File: src/rtl/nibbler_core_p_if.sv
// nibbler_core_p_if: program memory fetch handshake between core (master) and memory (slave)
interface nibbler_core_p_if #(parameter int ADDR_W = 12);
  logic              req;
  logic [ADDR_W-1:0] addr;
  logic              ack;
  logic [ADDR_W+3:0] rdata;
  modport master (output req, addr, input ack, rdata);
  modport slave (input req, addr, output ack, rdata);
endinterface

File: src/rtl/nibbler_core_p.sv
// nibbler_core_p: accumulator core with req/ack instruction fetch, data RAM and banked I/O ports
module nibbler_core_p #(
  parameter int DATA_W = 4,
  parameter int ADDR_W = 12,
  parameter int RAM_AW = 8,
  parameter int N_IN   = 3,
  parameter int N_OUT  = 3
) (
  input  logic                    clk,
  input  logic                    reset,
  input  logic                    run,
  nibbler_core_p_if.master        imem,
  input  logic [N_IN*DATA_W-1:0]  in_data,
  output logic [N_OUT*DATA_W-1:0] out_data,
  output logic [N_OUT-1:0]        out_we,
  output logic [DATA_W-1:0]       acc,
  output logic                    flag_c,
  output logic                    flag_z,
  output logic [ADDR_W-1:0]       pc
);
  typedef enum logic [1:0] {FETCH, EXEC, MEM} state_t;
  state_t state;
  logic req;
  logic [ADDR_W+3:0] ir;
  logic [3:0] op, port;
  logic [ADDR_W-1:0] f;
  logic [RAM_AW-1:0] ra;
  logic [DATA_W-1:0] imm, rd, lg;
  logic [DATA_W:0] sum, dif;
  logic [DATA_W-1:0] in_arr [16];
  logic [DATA_W-1:0] ram [2**RAM_AW];
  assign op = ir[ADDR_W +: 4];
  assign f = ir[ADDR_W-1:0];
  assign imm = f[DATA_W-1:0];
  assign port = f[3:0];
  assign ra = f[RAM_AW-1:0];
  // ADDM reuses the adder with the RAM word once the read has landed in MEM
  assign sum = {1'b0, acc} + {1'b0, state == MEM ? rd : imm};
  assign dif = {1'b0, acc} - {1'b0, imm};
  assign lg = op == 4'h4 ? acc & imm : op == 4'h5 ? acc | imm : acc ^ imm;
  assign imem.req = req;
  assign imem.addr = pc;
  for (genvar k = 0; k < 16; k++) begin : g_in
    if (k < N_IN) begin : g_v
      assign in_arr[k] = in_data[k*DATA_W +: DATA_W];
    end else begin : g_z
      assign in_arr[k] = '0;
    end
  end
  always_ff @(posedge clk) begin
    if (reset && state == EXEC && op == 4'h9) ram[ra] <= acc;
    rd <= ram[ra];
  end
  always_ff @(posedge clk) begin
    if (!reset) begin
      state <= FETCH;
      req <= 1'b0;
      ir <= '0;
      pc <= '0;
      acc <= '0;
      flag_c <= 1'b0;
      flag_z <= 1'b0;
      out_data <= '0;
      out_we <= '0;
    end else begin
      out_we <= '0;
      case (state)
        FETCH: begin
          // once raised, req holds until the memory accepts it
          if (req && imem.ack) begin
            ir <= imem.rdata;
            pc <= pc + 1'b1;
            req <= 1'b0;
            state <= EXEC;
          end else req <= req || run;
        end
        EXEC: begin
          state <= (op == 4'h8 || op == 4'hA) ? MEM : FETCH;
          req <= run && op != 4'h8 && op != 4'hA;
          case (op)
            4'h1: acc <= imm;
            4'h2: begin
              acc <= sum[DATA_W-1:0];
              flag_c <= sum[DATA_W];
              flag_z <= sum[DATA_W-1:0] == '0;
            end
            4'h3: begin
              acc <= dif[DATA_W-1:0];
              flag_c <= dif[DATA_W];
              flag_z <= dif[DATA_W-1:0] == '0;
            end
            4'h4, 4'h5, 4'h6: begin
              acc <= lg;
              flag_c <= 1'b0;
              flag_z <= lg == '0;
            end
            4'h7: begin
              flag_c <= dif[DATA_W];
              flag_z <= dif[DATA_W-1:0] == '0;
            end
            4'hB: acc <= in_arr[port];
            4'hC: for (int k = 0; k < N_OUT; k++) if (port == 4'(k)) begin
              out_data[k*DATA_W +: DATA_W] <= acc;
              out_we[k] <= 1'b1;
            end
            4'hD: pc <= f;
            4'hE: if (flag_c) pc <= f;
            4'hF: if (!flag_z) pc <= f;
            default: ;
          endcase
        end
        default: begin
          state <= FETCH;
          req <= run;
          if (op == 4'h8) acc <= rd;
          else begin
            acc <= sum[DATA_W-1:0];
            flag_c <= sum[DATA_W];
            flag_z <= sum[DATA_W-1:0] == '0;
          end
        end
      endcase
    end
  end
endmodule

File: src/flat_wrapper.sv
// flat-port wrapper written by rule: the top's interface ports become plain ports
module nibbler_core_p_flat 
#(
  parameter int DATA_W = 4,
  parameter int ADDR_W = 12,
  parameter int RAM_AW = 8,
  parameter int N_IN   = 3,
  parameter int N_OUT  = 3
)
  (clk, reset, run, in_data, out_data, out_we, acc, flag_c, flag_z, pc, imem_req, imem_addr, imem_ack, imem_rdata);
  nibbler_core_p_if #(.ADDR_W(ADDR_W)) imem_i ();
  input  logic clk;
  input  logic reset;
  input  logic run;
  input  logic [N_IN*DATA_W-1:0] in_data;
  output logic [N_OUT*DATA_W-1:0] out_data;
  output logic [N_OUT-1:0] out_we;
  output logic [DATA_W-1:0] acc;
  output logic flag_c;
  output logic flag_z;
  output logic [ADDR_W-1:0] pc;
  output wire logic [$bits(imem_i.req)-1:0] imem_req;
  output wire logic [$bits(imem_i.addr)-1:0] imem_addr;
  input wire logic [$bits(imem_i.ack)-1:0] imem_ack;
  input wire logic [$bits(imem_i.rdata)-1:0] imem_rdata;
  assign imem_req = imem_i.req;
  assign imem_addr = imem_i.addr;
  assign imem_i.ack = imem_ack;
  assign imem_i.rdata = imem_rdata;
  nibbler_core_p #(.DATA_W(DATA_W), .ADDR_W(ADDR_W), .RAM_AW(RAM_AW), .N_IN(N_IN), .N_OUT(N_OUT)) u_core (.clk(clk), .reset(reset), .run(run), .imem(imem_i), .in_data(in_data), .out_data(out_data), .out_we(out_we), .acc(acc), .flag_c(flag_c), .flag_z(flag_z), .pc(pc));
endmodule
File: config.mk
export PLATFORM = sky130hd
export DESIGN_NAME = nibbler_core_p_flat
export DESIGN_NICKNAME = d
export VERILOG_FILES = /design/src/rtl/nibbler_core_p_if.sv /design/src/rtl/nibbler_core_p.sv /design/src/flat_wrapper.sv
export SDC_FILE = /design/constraint.sdc
export NUM_CORES = 1
export LEC_CHECK = 0
export CAP_MARGIN = 20
export CORE_MARGIN = 1.5
export CORE_UTILIZATION = 35
export CTS_CLUSTER_DIAMETER = 100
export DETAILED_ROUTE_END_ITERATION = 10
export HOLD_SLACK_MARGIN = 0.12
export PLACE_DENSITY_LB_ADDON = 0.1
export SETUP_SLACK_MARGIN = 0.3
export SKIP_LAST_GASP = 1
export SLEW_MARGIN = 30
export SYNTH_ARGS = -nofsm -noshare
export SYNTH_HDL_FRONTEND = slang
export SYNTH_SLANG_ARGS = --single-unit
File: constraint.sdc
create_clock -name clk -period 7.65 [get_ports clk]
set_input_delay 1.1475 -clock clk [delete_from_list [all_inputs] [get_ports clk]]
set_output_delay 1.1475 -clock clk [all_outputs]
set_load 0.05 [all_outputs]
### After elaboration in Yosys (flattened, before gate mapping)

Memory sizes are Yosys's and may differ from the RTL's. A register that Yosys moved wholly into a read port is not among the register bits.
Cells that the tools add are included.
Widths: inputs -> output; s select.

| word-level totals | value |
|---|---|
| flip-flop bits (word level) | 52 |
| bits in writable memories | 1,024 |
| output and inout port bits | 46 |
| word-level logic and storage cells | 102 |
| memories | 1 |

| cells by class | value |
|---|---|
| add/sub/neg operators | 3 |
| magnitude comparators | 1 |
| equality and inequality tests | 28 |
| mux-type cells | 30 |
| bitwise logic cells | 5 |
| reduce and logical (&&, ||, !) cells | 23 |

Memories:

| name | words | bits a word | rd ports | clocked after memory_dff | wr ports | line | RTL |
|---|---|---|---|---|---|---|---|
| u_core.ram | 256 | 4 | 1 | 1 | 1 | nibbler_core_p.sv:31 | `logic [DATA_W-1:0] ram [2**RAM_AW];` |

Operator list:

| kind | number |
|---|---|
| $mux 12 | 3 |
| $pmux 12 s3 | 1 |
| $eq 4x4->1 const B | 8 |
| $mux 4 | 6 |
| $pmux 12 s2 | 1 |
| $pmux 4 s5 | 1 |
| $bmux 4 s4 | 1 |
| $eq 4x3->1 const B | 4 |
| $logic_not 4->1 | 4 |
| $ne 4x4->1 const B | 4 |
| $reduce_and 3->1 | 5 |
| $add 12x1->12 const B | 1 |
| $eq 4x2->1 const B | 3 |
| $eq 4x1->1 const B | 2 |
| $mux 1 | 8 |
| $pmux 4 s2 | 1 |
| $ne 6x6->1 const B | 1 |
| $pmux 1 s2 | 3 |
| $pmux 1 s3 | 2 |
| $add 4x4->5 | 1 |
| $ge 5x5->1 const B | 1 |
| $logic_and 1x1->1 | 5 |
| $not 4->5 | 1 |
| $reduce_and 5->1 | 1 |
| 18 further kinds | 22 |

### Depth between registers and ports, before layout

Gate-level depths: netlist (run 1).

| depth | value |
|---|---|
| word-level depth | 6 |
| gate-level depth with buffers | 16 |

### Worst setup path after synthesis (run 1)

Ideal clock, no wire load.

| timing | value |
|---|---|
| kind | flip-flop to flip-flop |
| start | register u_core.acc[1] |
| end | register u_core.acc[3] |
| data arrival time | 6,185 ps |
| required time | 7,558 ps |
| setup slack | 1,373 ps |
| stages on the path, launching flop included | 10 |
| path buffers | 0 |
| cell sequence | dfxtp_1 > inv_1 > ha_1 > o21bai_1 > a21oi_1 > xnor2_1 > o32a_1 > a31oi_1 > nor2_1 > o32ai_1 |

| on the way | value |
|---|---|
| longest elaborated chain between the ends | 3 |
| elaborated cells between the ends (all ways) | 5 |

RTL lines:

| element | line | RTL |
|---|---|---|
| start: declaration | nibbler_core_p.sv:16 | `output logic [DATA_W-1:0] acc,` |
| start signal: assignment | nibbler_core_p.sv:81 | `4'h1: acc <= imm;` |
| start signal: assignment | nibbler_core_p.sv:83 | `acc <= sum[DATA_W-1:0];` |
| start signal: assignment | nibbler_core_p.sv:88 | `acc <= dif[DATA_W-1:0];` |
| $sub 4x4->5 or $add 4x4->5 (tied branches) | nibbler_core_p.sv:39, nibbler_core_p.sv:38 |  |
| $pmux 4 s5 or $mux 4 (tied branches) | nibbler_core_p.sv:80, nibbler_core_p.sv:115 |  |
| $pmux 4 s2 * | nibbler_core_p.sv:67 | `case (state)` |

Every way passes the cells marked *; elsewhere a longest branch is shown, timed or not.
A chain may end at the register's enable or synchronous reset.

==> results of run 1 <==
-- power by group --
group          switching [W]  leakage, nW  internal, W
clock                0.00231         1.77      0.00304
sequential         0.0000236         11.6      0.00638
combinational       0.000196         3.63     0.000123
total                0.00253         17.0      0.00954
-- layer usage --
layer | track usage | wire [µm]
met1 | 0.279 | 55300
met2 | 0.331 | 61600
met3 | 0.0354 | 7230
met4 | 0.0479 | 2650
met5 | 0 | 0
-- stage by stage --
stage / worst slack, ns / std cells
global placement: 2.70 / 3969
floorplan: 1.37 / 2359
finish: 3.36 / 4189
detailed placement: 2.75 / 3974
CTS: 3.14 / 4188
global route: 3.03 / 4189
-- cells by family (layout without fill, tap and decap cells) --
logic type      after synthesis  count (layout)
mux                         332             332
buf+inv                     188             381
fa+ha+maj                    19              19
flops                      1080            1080
simple gates                544             544
xor+xnor                      4               4
compound gates              192             192
-- synthesized netlist by cell type, types with 9 or more instances --
| master | instances | share of area |
|---|---|---|
| a211oi_1 | 17 | 0.0029 |
| o21ai_0 | 28 | 0.0032 |
| nor2_1 | 312 | 0.027 |
| mux4_2 | 288 | 0.15 |
| nor3_1 | 14 | 0.0016 |
| mux2i_1 | 43 | 0.0099 |
| nor2b_1 | 22 | 0.0032 |
| nand3_1 | 34 | 0.0039 |
| clkbuf_1 | 76 | 0.0066 |
| dfxtp_1 | 56 | 0.026 |
| ha_1 | 17 | 0.0049 |
| a31oi_1 | 14 | 0.0020 |
| edfxtp_1 | 1024 | 0.71 |
| a21oi_1 | 47 | 0.0054 |
| nand2_1 | 122 | 0.011 |
| o22ai_1 | 33 | 0.0047 |
| a22oi_1 | 21 | 0.0036 |
| buf_4 | 25 | 0.0043 |
| buf_1 | 9 | 0.00078 |
| inv_1 | 25 | 0.0022 |
| buf_2 | 44 | 0.0051 |
-- worst max-delay path by stage --
| stage | from | cells past startpoint | slack, ns | endpoint |
|---|---|---|---|---|
| 6_report | u_core.ir[0] | 8 | 3.36 | u_core.rd[0] |
| 2_1_floorplan | u_core.acc[1] | 9 | 1.37 | u_core.acc[3] |
| 4_1_cts | u_core.state[0] | 7 | 3.14 | u_core.ram[85][3] |
| 3_5_place_dp | reset | 7 | 2.75 | u_core.ram[85][0] |
| 5_1_grt | u_core.ir[0] | 8 | 3.03 | u_core.rd[0] |
| 3_3_place_gp | reset | 6 | 2.70 | u_core.ram[59][1] |
-- sequential cells by signal (all words and copies together) (netlist names) --
| register | cells |
|---|---|
| u_core.acc | 4 |
| u_core.flag_c | 1 |
| u_core.flag_z | 1 |
| u_core.imem.addr | 12 |
| u_core.imem.req | 1 |
| u_core.ir | 16 |
| u_core.out_data | 12 |
| u_core.out_we | 3 |
| u_core.ram | 1024 |
| u_core.rd | 4 |
| u_core.state | 2 |
-- critical path, cell delays in order (launching register included) --
cell and delay [ns]:
dfxtp_4 0.65, buf_4 0.65, buf_4 0.76, mux4_2 0.64, mux4_2 0.48, nor2b_1 0.18
a21oi_1 0.17, nand3_1 0.08, or4_1 0.50
-- final cells by class --
cell class	count	area, µm²
repair buffers	140	1410
multi-input cells	1091	10800
clock buffers	161	3180
well taps	1637	2050
clock inverters	53	437
fillers	10982	73600
flip-flops and latches	1080	31900
inverters	27	103
-- placed cells by master (no fill, tap or decap), types with 30 or more instances in the layout --
master and n:
nand2_1 119, edfxtp_1 1024, clkdlybuf4s50_1 77, nand3_1 31, clkbuf_1 30, mux2i_1 43, dfxtp_1 47, a21oi_1 46
clkbuf_16 116, buf_4 52, mux4_2 288, nor2_1 310, o22ai_1 33
==> impl_results.md, run 1 <==
- Final core occ: 0.404
- Number of synthesized register bits: roughly 1.1k
- DR DRC count: 0
- Hold Path End: u_core.ir[7]
- Post-synthesis cell type count: 58
- H-tree Lvls: 3
- WHS Path Cells: 2
- Worst Path Required: between 8 and 9 ns
- Commonest register cell after synthesis: edfxtp_1
- Fin. max-slew vios: 0
- Die W: approximately 360 µm
- Routability-driven placement congestion ratio: 0.837
- Io pins: 78
- R2R setup slack: about 3.4 ns
- Initial antenna violation count: 1
- Wire length per cell: 30.3 µm
- R2r worst-path depth: 8
- Fin crit period: 4.29 ns
- Reg-to-Reg End: u_core.rd[0]
- Via count: 22.9k
- Die height: 356 µm
- Worst setup SP type: flop
- Hold Worst Slack: 0.468 ns
- Synth Area in XOR/XNOR: 0.000806
- # rows: ~130
- Compound-Gate Fraction of Synth Area: 0.0282
- CP arrival: 4.88 ns
- Dpl cell area: 0.0462 mm²
- GRT Overall Usage: 0.201
- Post-route ant nets: 0
- TNS Setup: 0 ns
- CTS Buffer Depth: 3
- Share of cells above drive strength 1: 0.212
- Root buf cell: clkbuf_16
- Final instance area: 0.0498 mm²
- Area share of fa/ha/maj cells after synthesis: 0.00581
- Design Power: 0.0121 W
- DRT Pass-1 Iters: 8
- Nets: 2506
- Slew margin rel.: 0.330
- Avg Inst Size Synth: 18.4 µm²
- Clk Latency, worst-skew pair: ~0.72 ns
- CP Class: reg2reg
- Mapped Cells: 2359
- Synth Cell Area: 0.0435 mm²
- Worst-path clk slew: 0.06 ns
- Sinks on Clock Net: around 1.1k
- Worst slew pin tran: 1.00 ns
- Outcome: finished clean
- Syn nets: between 2k and 2.5k
- Post-Route WL: 127000 µm
- Mux cell area share after synthesis: 0.159
- Hold Path Class: reg2reg
- CTS tree: built
- LEAKAGE: 17.0 nW
- Clock skew: roughly 0.054 ns
- Sequential-to-total area share from yosys stat: 0.733
- Post_cts resized: 0
- Starting Density: 0.352
- DR iter-0 viols: 2267
- Setup crit end kind: flop
- Synth async-reset ratio: 0
- Peak Freq: around 230 MHz
- Hold violation count in the final report: 0
- Die area: 0.126 mm²
- IO buf count: slightly below 80
- Worst IR Drop VDD: 0.183 mV
- Synth-to-Final Area Change: 14.6%
- Cts bufs inserted: 115
- Main combinational cell family by area after synthesis: multiplexers
- Post-synth EDFFs: 1024
- Overflow after GRT: 0
- Final worst-path cycle share: 0.561
- CP max FO: 38
- Post-CTS Hold Buffers: 0
- Launching point of the worst reg2reg path: u_core.ir[0]
- Post-CTS Setup Bufs: 0
- Final setup fails: 0
- N_diodes: 0
- MaxCap Viol Count: 0
- First-pass GRT wire length: approximately 180000 µm
- Routed vias/inst: 5.46
- Core ar.: 0.123 mm²
- PwrDens: 242 mW/mm²
- Simple-gate share of the synthesized area: 0.0522
- Hold path startpoint: u_core.ir[7]
- Yosys Warn Count: 0
- RSZ-0062 raised after global routing: false
- Largest net degree at the start of global routing: around 210
- Post-DP HPWL: ~80000 µm
- Vias in the first global route: 23.9k
(Power assumes the default switching activity.)
==> run 2: changes to the inputs <==
==> constraint.sdc (replaced) <==
create_clock -name clk -period 3.87 [get_ports clk]
set_input_delay 0.5805 -clock clk [delete_from_list [all_inputs] [get_ports clk]]
set_output_delay 0.5805 -clock clk [all_outputs]
set_load 0.05 [all_outputs]
==> impl_results.md, run 2 (synthesis gave the netlist of run 1 again) <==
- CP arrival: 3.94 ns (-0.94 ns)
- CP Class: reg2reg
- Fin crit period: 3.36 ns (-0.938 ns)
- Vias in the first global route: 24.0k (+0.39%)
- Routed vias/inst: 5.40 (-1.1%)
- CP peak stage delay: 0.60 ns (-0.16 ns)
- Hold Path Class: in2reg
- Cts bufs inserted: 116 (+0.87%)
- Commonest non-fill, non-tap cell in the layout: edfxtp_1
- Nets: 2592 (+3.4%)
- Die W: 356 µm (unchanged)
- Reg with most FFs: u_core.ram
- Launching point of the worst reg2reg path: u_core.ir[0]
- Sinks on Clock Net: 1080 (unchanged)
- Hold violation count in the final report: 0 (unchanged)
- CP max stage cell: mux4_2
- MaxCap Viol Count: 0 (unchanged)
- Post-route ant nets: 0 (unchanged)
- Root buf cell: clkbuf_16
- Design Power: 0.0244 W (+100%)
- CTS tree: built
- RSZ-0062 raised after global routing: false
- Worst setup SP type: flop
- Via count: 23.1k (+1.1%)
- Share of cells above drive strength 1: 0.236 (+0.0236)
- Routability-driven placement congestion ratio: 0.834 (-0.33%)
- CTS Buffer Depth: 3 (unchanged)
- Clk Latency, worst-skew pair: 0.71 ns (about the same)
- Starting Density: 0.352 (unchanged)
- Reg-to-Reg End: u_core.rd[3]
- Overflow after GRT: 0 (unchanged)
- Slew margin rel.: 0.305 (-0.0254)
- Most frequent cells in the layout: edfxtp_1 (1024), nor2_1 (310), mux4_2 (288)
- PwrDens: 481 mW/mm² (+99%)
- Die height: 356 µm (unchanged)
- R2R setup slack: 0.51 ns (-2.84 ns)
- Biggest regs: u_core.ram: 1024 flops, u_core.ir: 16 flops
- R2r worst-path depth: 8 (unchanged)
- Io pins: 78 (unchanged)
- Synth-to-Final Area Change: 16.6%
- DR DRC count: 0 (unchanged)
- CP max FO: 26 (-32%)
- Worst Setup SP: u_core.ir[0]
- IO buf count: 77 (unchanged)
- LEAKAGE: 17.5 nW (+3.0%)
- Crit path top cell by count: mux4_2
- FILL cells: 11.0k (+0.25%)
- Largest net degree at the start of global routing: 137 (-33%)
- Placed Instances: 4050 (+1.9%)
- N_diodes: 0 (unchanged)
- Worst-path clk slew: 0.06 ns (about the same)
- Final setup fails: 0 (unchanged)
- Final worst-path cycle share: 0.867 (+0.306)
- CP Cell Sequence: buf_8, mux4_2, mux4_2, nor2b_1, a31oi_2, o221ai_1, a31oi_1, o41ai_1
- DRT Pass-1 Iters: 7 (-1)
- Layout Cells excl Fill: 4281 (+2.2%)
- Post-DP HPWL: 82100 µm (+4.1%)
- Worst Path Required: 4.45 ns (-3.78 ns)
- Critical path destination: u_core.rd[3]
- Core ar.: 0.123 mm² (unchanged)
- Clock skew: 0.0303 ns (-0.0234 ns)
- Fin. max-slew vios: 0 (unchanged)
- Die area: 0.126 mm² (unchanged)
- First-pass GRT wire length: 182000 µm (+0.13%)
- Post-CTS Hold Buffers: 0 (unchanged)
- Initial antenna violation count: 3 (+2)
- Worst slew pin tran: 1.04 ns (+0.0369 ns)
- GRT Overall Usage: 0.203 (+0.00150)
- # rows: 129 (unchanged)
- Wire length per cell: 29.9 µm (-1.3%)
- Largest register FFs: 1024 (unchanged)
- Outcome: finished clean
- Final core occ: 0.411 (+0.00696)
- Peak Freq: 298 MHz (+28%)
- Worst IR Drop VDD: 0.370 mV (+100%)
- Setup crit end kind: flop
- H-tree Lvls: 3 (unchanged)
- DR iter-0 viols: 2356 (+3.9%)
- Post-Route WL: 128000 µm (+0.82%)
run 2: what timing repair did:
item                                    in CTS  in global routing
setup buffers                                1                  9
endpoints found under the setup margin       1                  1
hold endpoints to repair                     0                  0
cloned                                       0                  0
resized for setup                            3                  0
run 2: power by group:
| group | internal, W | switching, W | leakage, nW |
|---|---|---|---|
| registers | 0.0126 | 0.0000414 | 11.6 |
| clock network | 0.00639 | 0.00465 | 1.85 |
| logic | 0.000279 | 0.000403 | 4.06 |
| total | 0.0193 | 0.00509 | 17.5 |
run 2: through the flow:
step	instance area [µm²]	hold WS [ns]	TNS (ns)	setup WS, ns
2_1_floorplan	43500	0.436	0	0.601
3_3_place_gp	46800	0.460	-0.135	-0.135
3_5_place_dp	46800	0.466	-0.216	-0.216
4_1_cts	50600	0.376	0	0.362
5_1_grt	50700	0.419	0	0.315
6_report	50700	0.426	0	0.515
run 2: worst min path at each step:
stage                     to  cells past startpoint           start  slack, ns
3_5_place_dp   u_core.ir[11]                      2   u_core.ir[11]       0.47
3_3_place_gp   u_core.ir[11]                      2   u_core.ir[11]       0.46
5_1_grt        u_core.ir[12]                      3  imem_rdata[12]       0.42
6_report        u_core.ir[3]                      3   imem_rdata[3]       0.43
2_1_floorplan  u_core.ir[10]                      2   u_core.ir[10]       0.44
4_1_cts         u_core.ir[3]                      3   imem_rdata[3]       0.38
run 2: area by class of cell:
cell class | instances | area (µm²) | share of cell area
tap | 1637 | 2050 | 0.0404
timing repair buffer | 225 | 2110 | 0.0417
clock buffer | 153 | 3150 | 0.0622
inverter | 27 | 103 | 0.00202
sequential | 1080 | 31900 | 0.629
clock inverter | 68 | 651 | 0.0128
multi-input combinational | 1091 | 10700 | 0.212
run 2: routing by layer:
| metal | global-route usage | vias to the layer above | routed length (µm) |
|---|---|---|---|
| met2 | 0.332 | 803 | 62200 |
| met1 | 0.273 | 12329 | 53900 |
| met4 | 0.0629 | 2 | 3380 |
| met5 | 0 | - | 12 |
| met3 | 0.0398 | 161 | 8410 |
| li1 | - | 9814 | - |
run 2: worst max-delay path, delay by kind of cell (launching register included):
family | cells | cell delay, ns
and+or+nand+nor | 1 | 0.17
AOI/OAI and AO/OA | 4 | 1.07
buffers and inverters | 1 | 0.35
DFF | 1 | 0.52
muxes | 2 | 1.10
